$ cat src/rtl/mask_share_encoder.sv
// Boolean-masks one plain word into d shares in bit-interleaved layout (bit j of share k at j*d+k).
// Optional `MASK_SHARE_ENCODER_ZEROIZE_EN clears the plain and share registers once they are no longer needed.
module mask_share_encoder #(
    parameter int d    = 2,
    parameter int word = 13
) (
    input  logic                    clk,
    input  logic                    rst,
    input  logic [word-1:0]         in_data,
    input  logic                    in_valid,
    output logic                    in_ready,
    input  logic [(d-1)*word-1:0]   rnd_in,
    input  logic                    rnd_valid,
    output logic                    rnd_ready,
    output logic [d*word-1:0]       out_shares,
    output logic                    out_valid,
    input  logic                    out_ready,
    output logic                    busy
);

    typedef enum logic [1:0] {
        IDLE = 2'd0,
        RND  = 2'd1,
        OUT  = 2'd2
    } state_t;

    state_t          state;
    logic [word-1:0] p;

    // Share k>=1 is mask k; share 0 carries the plain value XOR all masks.
    function automatic logic [d*word-1:0] encode(
        input logic [word-1:0]       plain,
        input logic [(d-1)*word-1:0] masks
    );
        logic [word-1:0]   acc;
        logic [word-1:0]   m;
        logic [d*word-1:0] v;
        v   = '0;
        acc = plain;
        for (int k = 1; k < d; k++) begin
            m   = masks[(k-1)*word +: word];
            acc = acc ^ m;
            for (int j = 0; j < word; j++) begin
                v[j*d+k] = m[j];
            end
        end
        for (int j = 0; j < word; j++) begin
            v[j*d] = acc[j];
        end
        return v;
    endfunction

    // Handshake outputs are registered alongside the state so each one is a pure state decode.
    always_ff @(posedge clk or posedge rst) begin
        if (rst) begin
            state      <= IDLE;
            in_ready   <= 1'b1;
            rnd_ready  <= 1'b0;
            out_valid  <= 1'b0;
            busy       <= 1'b0;
            p          <= '0;
            out_shares <= '0;
        end else begin
            case (state)
                IDLE: begin
                    if (in_valid) begin
                        p         <= in_data;
                        state     <= RND;
                        in_ready  <= 1'b0;
                        rnd_ready <= 1'b1;
                        busy      <= 1'b1;
                    end
                end
                RND: begin
                    if (rnd_valid) begin
                        out_shares <= encode(p, rnd_in);
`ifdef MASK_SHARE_ENCODER_ZEROIZE_EN
                        p          <= '0;
`endif
                        state      <= OUT;
                        rnd_ready  <= 1'b0;
                        out_valid  <= 1'b1;
                    end
                end
                OUT: begin
                    if (out_ready) begin
`ifdef MASK_SHARE_ENCODER_ZEROIZE_EN
                        out_shares <= '0;
`endif
                        state      <= IDLE;
                        out_valid  <= 1'b0;
                        in_ready   <= 1'b1;
                        busy       <= 1'b0;
                    end
                end
                default: begin
                    state     <= IDLE;
                    in_ready  <= 1'b1;
                    rnd_ready <= 1'b0;
                    out_valid <= 1'b0;
                    busy      <= 1'b0;
                end
            endcase
        end
    end

endmodule

$ cat config.mk
export PLATFORM = sky130hd
export DESIGN_NAME = mask_share_encoder
export DESIGN_NICKNAME = d
export VERILOG_FILES = /design/src/rtl/mask_share_encoder.sv
export SDC_FILE = /design/constraint.sdc
export NUM_CORES = 1
export LEC_CHECK = 0
export CAP_MARGIN = 20
export CORE_ASPECT_RATIO = 2
export CORE_UTILIZATION = 49
export CTS_CLUSTER_DIAMETER = 100
export DETAILED_ROUTE_END_ITERATION = 12
export MAX_ROUTING_LAYER = met4
export PLACE_DENSITY = 0.84
export SYNTH_ARGS = -nofsm -noshare
export SYNTH_HDL_FRONTEND = slang
export SYNTH_SLANG_ARGS = --single-unit
$ cat constraint.sdc
create_clock -name clk -period 3 [get_ports clk]
set_input_delay 0.3 -clock clk [delete_from_list [all_inputs] [get_ports clk]]
set_output_delay 0.3 -clock clk [all_outputs]
set_load 0.01 [all_outputs]
# ---- After elaboration in Yosys (flattened, before gate mapping)
# Index checks and enable logic that the tools add are counted.
# W data, S select, Z words.
dict set report totals {
  word_cells 37
  output_inout_bits 30
  regBits 45
}
dict set report op_classes {
  n_reduce_logical 7
  n_mux 14
  bitwise_logic 4
  eq_ne 5
}
# op count
set ops {}
lappend ops {{$xor A13 B13 Y13} 1}
lappend ops {{$pmux W1 S3} 4}
lappend ops {{$reduce_and A3 Y1} 4}
lappend ops {{$mux W1} 6}
lappend ops {{$mux W2} 3}
lappend ops {{$ne A2 B2 Y1 const B} 3}
lappend ops {{$pmux W2 S3} 1}
lappend ops {{$reduce_and A2 Y1} 2}
lappend ops {{$not A1 Y1} 3}
lappend ops {{$eq A2 B1 Y1 const B} 1}
lappend ops {{$eq A2 B2 Y1 const B} 1}
lappend ops {{$logic_not A2 Y1} 1}

# ---- Depth between registers and ports, before layout
# Gate-level depths: netlist of the first run.
dict set report logic_depth {
  ltp_word 3
  ltp_mapped 5
  mapped_depth_nobuf 3
}

# ---- Worst setup path before layout of the first run
# Ideal clock, no wire load.
dict set report synth_path {
  path_kind {register -> register}
  start {register state[1]}
  end {register p[0]}
  period_less_slack_ps 1376
  slack_ps 1624
  required_time_ps 2875
  path_stages_with_launch 5
  t_arrival_ps 1251
  setup_time_ps 125
  cell_sequence {dfrtp_1 -> nor2b_2 -> nor2b_4 -> buf_12 -> mux2_4}
}
dict set report synth_via {
  elab_chain_len 2
}
# element line
set synth_rtl {}
lappend synth_rtl {{start: declaration} 27} ;# state_t state;
lappend synth_rtl {{start signal: assignment} 56} ;# state <= IDLE;
lappend synth_rtl {{start signal: assignment} 68} ;# state <= RND;
lappend synth_rtl {{start signal: assignment} 80} ;# state <= OUT;
lappend synth_rtl {{$logic_not A2 Y1} 64} ;# case (state)
lappend synth_rtl {{$reduce_and A2 Y1 (no source line)} --}
lappend synth_rtl {{end signal: assignment} 67} ;# p <= in_data;
lappend synth_rtl {{end: declaration} 28} ;# logic [word-1:0] p;
# No other way between the ends.
# A chain may end at the register's enable or synchronous reset.

# ---- Worst setup path after layout of the first run
dict set report layout_path {
  start {register in_ready}
  end {output port in_ready}
}
# element line
set layout_lines {}
lappend layout_lines {{start: declaration} 11} ;# output logic in_ready,
lappend layout_lines {{start signal: assignment} 57} ;# in_ready <= 1'b1;
lappend layout_lines {{start signal: assignment} 69} ;# in_ready <= 1'b0;
lappend layout_lines {{start signal: assignment} 92} ;# in_ready <= 1'b1;
# No word-level cell between the ends.

==> results of run 1 <==
==> cells in the mapped netlist <==
cell type,number,area [um2]
o22ai_1,1,6.26
o21ai_0,16,80.1
buf_12,1,20.0
or2b_1,1,7.51
buf_2,3,15.0
mux2_4,10,150
mux2_2,16,180
dfstp_2,1,26.3
xnor2_1,13,114
a21oi_1,2,10.0
nor2_1,6,22.5
nand2_1,15,56.3
dfrtp_1,44,1100
o22a_2,1,10.0
buf_4,2,15.0
inv_1,3,11.3
nor2b_4,1,13.8
a211oi_1,1,7.51
nand3b_4,1,20.0
nor2b_2,1,8.76
==> layout by cell type, fill, tap and decap left out <==
cell type         n
mux2_2           16
clkbuf_8          5
inv_2             1
o21ai_0          16
dfstp_2           1
nor2b_2           1
dfrtp_1          44
a211oi_1          1
mux2_4           10
xnor2_1          13
clkbuf_1          1
nor2_1            6
nand2_1          15
nand3b_4          1
o22ai_1           1
o22a_2            1
clkdlybuf4s50_1  60
nor2b_4           1
or2b_1            1
a21oi_1           2
clkinv_2          2
inv_1             2
==> cells by family (layout without fill, tap and decap cells) <==
family | count (synthesis) | count (layout) | synth area share
xor gates and xnor gates | 13 | 13 | 0.0607
muxes | 26 | 26 | 0.176
DFF | 45 | 45 | 0.601
buffers and inverters | 9 | 71 | 0.0327
AOI/OAI and AO/OA | 21 | 21 | 0.0607
and+or+nand+nor | 25 | 25 | 0.0687
==> worst min-delay path, cell delays in order, from the launching register on <==
cell	delay (ns)
dfrtp_1	0.34
nand2_1	0.04
o21ai_0	0.06
==> worst max path at each step <==
stage,cells past startpoint,slack [ns],from,endpoint
6_report,1,1.29,in_ready,in_ready
3_3_place_gp,4,1.06,in_valid,p[10]
5_1_grt,3,1.23,state[1],p[10]
3_5_place_dp,4,0.99,in_valid,p[10]
2_1_floorplan,4,1.62,state[1],p[0]
4_1_cts,1,1.28,in_ready,in_ready
==> layout make-up <==
class                           instances  area [um2]
Clock buffer                            6        72.6
Clock inverter                          2        10.0
Fill cell                             290        1080
Inverter                                3        11.3
Multi-Input combinational cell         85         687
Sequential cell                        45        1130
Tap cell                               49        61.3
Timing Repair Buffer                   60         601
==> through the flow <==
stage               total power, W  hold slack (ns)  setup WS, ns  instance area, um2
floorplan                  0.00177            0.395          1.62                1880
global placement           0.00223            0.464          1.06                2490
detailed placement         0.00231            0.470         0.988                2490
CTS                        0.00268            0.489          1.28                2570
global route               0.00283            0.504          1.23                2570
finish                     0.00265            0.484          1.29                2570
==> metal layers <==
layer / global-route usage / vias up / part of all wire
met5: - / - / 0
met4: 0.112 / 0 / 0.026
met3: 0.0404 / 11 / 0.042
met2: 0.349 / 46 / 0.55
met1: 0.243 / 612 / 0.39
li1: - / 588 / -
==> power by group <==
group / internal [W] / switching, W
sequential: 0.000915 / 0.000220
clock: 0.000161 / 0.000196
combinational: 0.000727 / 0.000425
total: 0.00180 / 0.000841
==> state kept, by name, summed over array words and instances (netlist names) <==
register	flops
out_shares	26
out_valid	1
in_ready	1
p	13
rnd_ready	1
busy	1
state	2
==> impl_metrics.csv, run 1 <==
group,metric,value,unit
sta,setup_violations,0,
clocking,path_clk_slew,0.08,ns
finish,layout.cells.non_filler,250,
floorplan,dieArea,0.00409,mm2
critical_path,rr_worst_depth,3,
sta,rsz0062_at_grt,"false",
critical_path,crit_buf_inv,1,
place,place_inst,242,
detailed_routing,vias_per_cell,5.03,
sta,period_needed,1.71,ns
sta,drv_slew,0,
sta,hold_viol_final,0,
critical_path,path_class,"register to output pin",
detailed_routing,first_pass_iters,4,
yosys,synth_cell_types,20,
power_and_ir_drop,p_leak,1.10,nW
critical_path,crit_required,2.70,ns
detailed_routing,drtAntennaViolNets,0,
floorplan,initial_core_util,0.514,
critical_path,cp_cell_sequence,"clkdlybuf4s50_1",
critical_path,slowest_delay,0.56,ns
min_path,whs_path_depth,2,
global_routing,grt_max_degree,46,
place,dp_hpwl,2.78,mm
floorplan,ioPinCount,61,
clocking,cts_buffer_depth,2,
yosys,yosys_warnings,0,
detailed_routing,drc_errors,0,
finish,final_util,0.705,
critical_path,r2r-end,"p[10]",
min_path,hp-start,"out_shares[0]",
finish,area_delta_synth_final,37.0,%
min_path,min_to,"out_shares[0]",
finish,finalNetCount,231,
clocking,cts_inserted_buffers,5,
finish,drive_gt1_frac,0.194,
global_routing,antenna_found_initial,0,
min_path,hold_path_class,"register to register",
sta,slew_headroom,0.396,
critical_path,reg2reg_slack,1.32,ns
yosys,ys_seq_area_frac,0.601,
power_and_ir_drop,ir_drop,0.556,mV
critical_path,cp-end-kind,"output pin",
clocking,cts.htree.levels,2,
floorplan,fp.dieH,89.5,um
detailed_routing,drt_iter0_markers,15,
sta,fmax,0.586,GHz
clocking,clk_latency,0.30,ns
flow_run,cap_violations,0,
sta,finClkSkew,0.00625,ns
clocking,cts_root_buf,"clkbuf_8",
place,gp_congestion,0.644,
critical_path,worstSetupStartpointType,"register",
critical_path,r2r_start,"state[1]",
detailed_routing,num_vias,1257,
global_routing,grt_pass1_vias,1296,
place,io_buffers,60,
floorplan,coreArea,0.00365,mm2
critical_path,crit_family,"flip-flops",
floorplan,die_x,45.7,um
yosys,netlist_instances,139,
clocking,cts_resized,0,
yosys,syn_area,0.00188,mm2
yosys,ys_ff_latch,45,
outcome,outcome,"finished, final reports clean",
critical_path,cp_max_fo,3,
detailed_routing,wl_per_cell,15.2,um
clocking,cts_tree,"yes",
finish,diodes,0,
clocking,cts_setup_buffers,0,
sta,worstMarginPinSlew,0.905,ns
critical_path,cp.arrival,1.41,ns
detailed_routing,routed_wl,3.80,mm
sta,tns,0,ns
clocking,cts.sinks,45,
critical_path,slowest_stage,"dfstp_2",
sta,period_share,0.568,
floorplan,rows,31,
yosys,avgSynthCellArea,13.5,um2
power_and_ir_drop,powerDensity,1030,mW/mm2
global_routing,grtUsageTotal,0.215,
global_routing,globalRouteOverflowTotal,0,
clocking,hold_buffers,0,
yosys,syn-num-nets,170,
global_routing,grt_pass1_wl,6.04,mm
(Power assumes the default switching activity.)
==> run 2, diff against run 1 <==
--- a/config.mk
+++ b/config.mk
@@ -7,11 +7,11 @@
 export LEC_CHECK = 0
 export CAP_MARGIN = 20
 export CORE_ASPECT_RATIO = 2
-export CORE_UTILIZATION = 49
+export CORE_UTILIZATION = 45
 export CTS_CLUSTER_DIAMETER = 100
 export DETAILED_ROUTE_END_ITERATION = 12
 export MAX_ROUTING_LAYER = met4
-export PLACE_DENSITY = 0.84
+export PLACE_DENSITY = 0.78
 export SYNTH_ARGS = -nofsm -noshare
 export SYNTH_HDL_FRONTEND = slang
 export SYNTH_SLANG_ARGS = --single-unit
==> constraint.sdc (replaced) <==
create_clock -name clk -period 1.6 [get_ports clk]
set_input_delay 0.16 -clock clk [delete_from_list [all_inputs] [get_ports clk]]
set_output_delay 0.16 -clock clk [all_outputs]
set_load 0.01 [all_outputs]
==> run 2 against run 1 <==
First-iteration DRC count shrank 20%; combinational power is 96% higher; critical endpoint unchanged; highest routed layer unchanged; largest power group unchanged; count of clock-buffer cells in the layout did not move; via count rose by 0.48%; register-to-register slack worse by 1.1 ns; sequential power rose by 89%; critical path depth stayed put; setup slack got worse by 1.2 ns; flip-flop and latch count is the same; largest cell class unchanged.
==> impl_metrics.csv, run 2 (synthesis gave the netlist of run 1 again) <==
group,metric,value,unit
floorplan,die_x,47.7,um
critical_path,r2r_start,"state[1]",
power_and_ir_drop,internal_power,0.00347,W
finish,drive_gt1_frac,0.221,
critical_path,cp_max_fo,3,
sta,finClkSkew,0.00541,ns
detailed_routing,first_pass_iters,4,
floorplan,ioPinCount,61,
global_routing,antenna_found_initial,0,
finish,top_register,"out_shares",
sta,fmax,0.649,GHz
global_routing,grt_pass1_vias,1394,
floorplan,rows,32,
sta,drv_slew,0,
clocking,cts_inserted_buffers,5,
critical_path,path_class,"register to output pin",
critical_path,rr_worst_depth,4,
detailed_routing,vias_per_cell,4.88,
detailed_routing,drtAntennaViolNets,0,
critical_path,crit_required,1.44,ns
finish,finalNetCount,238,
sta,worstMarginPinSlew,0.430,ns
critical_path,worstSetupStartpointType,"register",
finish,largestRegisters,"out_shares (26), p (13), state (2)",
finish,final_common_cell,"clkdlybuf4s50_1",
power_and_ir_drop,ir_drop,1.29,mV
finish,n_fill_cell,321,
place,io_buffers,60,
clocking,cts_root_buf,"clkbuf_8",
clocking,clk_latency,0.29,ns
critical_path,cp.arrival,1.38,ns
outcome,outcome,"finished, final reports clean",
critical_path,crit_buf_inv,1,
finish,postLayoutCellArea,0.00265,mm2
power_and_ir_drop,p_sw_frac,0.313,
global_routing,top_usage_layer,"met2",
flow_run,cap_violations,0,
clocking,hold_buffers,0,
floorplan,coreArea,0.00392,mm2
detailed_routing,num_vias,1263,
power_and_ir_drop,powerDensity,1900,mW/mm2
detailed_routing,drt_iter0_markers,12,
power_and_ir_drop,power.share.combinational,0.445,
min_path,hold_path_class,"input pin to async pin",
global_routing,grt_max_degree,41,
finish,diodes,0,
detailed_routing,drc_errors,0,
finish,area_delta_synth_final,41.3,%
critical_path,crit_family,"flip-flops",
clocking,cts_buffer_depth,2,
finish,largest_reg_flops,26,
critical_path,slowest_delay,0.55,ns
critical_path,r2r-end,"p[9]",
sta,slew_headroom,0.713,
finish,final_util,0.675,
detailed_routing,routed_wl,3.90,mm
clocking,cts_setup_buffers,0,
critical_path,cp-end-kind,"output pin",
power_and_ir_drop,p_leak,1.15,nW
power_and_ir_drop,p_sw,0.00158,W
global_routing,globalRouteOverflowTotal,0,
sta,rsz0062_at_grt,"false",
sta,holdWs,0.150,ns
sta,period_share,0.963,
global_routing,gr-usage-met1,0.238,
power_and_ir_drop,p_seq_frac,0.425,
critical_path,reg2reg_slack,0.19,ns
sta,hold_viol_final,0,
detailed_routing,wl_per_cell,15.1,um
clocking,cts.htree.levels,2,
critical_path,slowest_stage,"dfstp_2",
global_routing,grtUsageTotal,0.213,
global_routing,grt_util_met3,0.0521,
critical_path,cp_cell_sequence,"clkdlybuf4s50_1",
place,dp_hpwl,3.01,mm
floorplan,fp.dieH,93.3,um
clocking,cts_resized,0,
global_routing,grt_pass1_wl,6.37,mm
floorplan,initial_core_util,0.478,
floorplan,dieArea,0.00445,mm2
power_and_ir_drop,pwr-share-clk,0.130,
sta,period_needed,1.54,ns
clocking,path_clk_slew,0.08,ns
place,dpl_cell_area,0.00257,mm2
finish,mostFrequentLayoutCells,"clkdlybuf4s50_1 (60), dfrtp_1 (44), mux2_2 (16), o21ai_0 (16), nand2_1 (15)",
clocking,cts.sinks,45,
clocking,cts_tree,"yes",
place,gp_congestion,0.741,
global_routing,grt_use_met2,0.334,
sta,tns,0,ns
sta,setup_violations,0,
==> run 2: power groups by stage <==
| stage | clock network [W] | logic [W] | registers, W |
|---|---|---|---|
| finish | 0.000654 | 0.00225 | 0.00215 |
| global route | 0.000737 | 0.00244 | 0.00221 |
| CTS | 0.000691 | 0.00228 | 0.00215 |
| detailed placement | 0 | 0.00228 | 0.00217 |
| global placement | 0 | 0.00219 | 0.00212 |
| floorplan | 0 | 0.00111 | 0.00221 |
==> run 2: metrics by stage <==
stage	instances	power (W)	setup slack [ns]
floorplan	139	0.00333	0.224
global placement	251	0.00431	0.0339
detailed placement	251	0.00444	0.0114
CTS	259	0.00511	0.0404
global route	259	0.00538	0.00561
finish	259	0.00505	0.0585
==> run 2: how the worst max path moves through the flow <==
stage	to	slack, ns	cells past startpoint	from
floorplan	p[0]	0.22	4	state[1]
global placement	p[7]	0.03	5	in_valid
detailed placement	p[9]	0.01	5	in_valid
CTS	in_ready	0.04	1	in_ready
global route	in_ready	0.006	1	in_ready
finish	in_ready	0.06	1	in_ready
==> run 2: layout make-up <==
class,instances,area (um2),share of cell area
Clock buffer,6,72.6,0.0274
Clock inverter,2,10.0,0.00378
Inverter,3,11.3,0.00425
Multi-Input combinational cell,85,687,0.259
Sequential cell,45,1130,0.425
Tap cell,51,63.8,0.0241
Timing Repair Buffer,67,678,0.256
==> run 2: per-layer routing <==
metal	wire length, um	share of wire	vias up
met3	168	0.043	12
met1	1540	0.39	602
met2	2060	0.53	50
met4	134	0.034	0
met5	0	0	-
li1	-	-	599
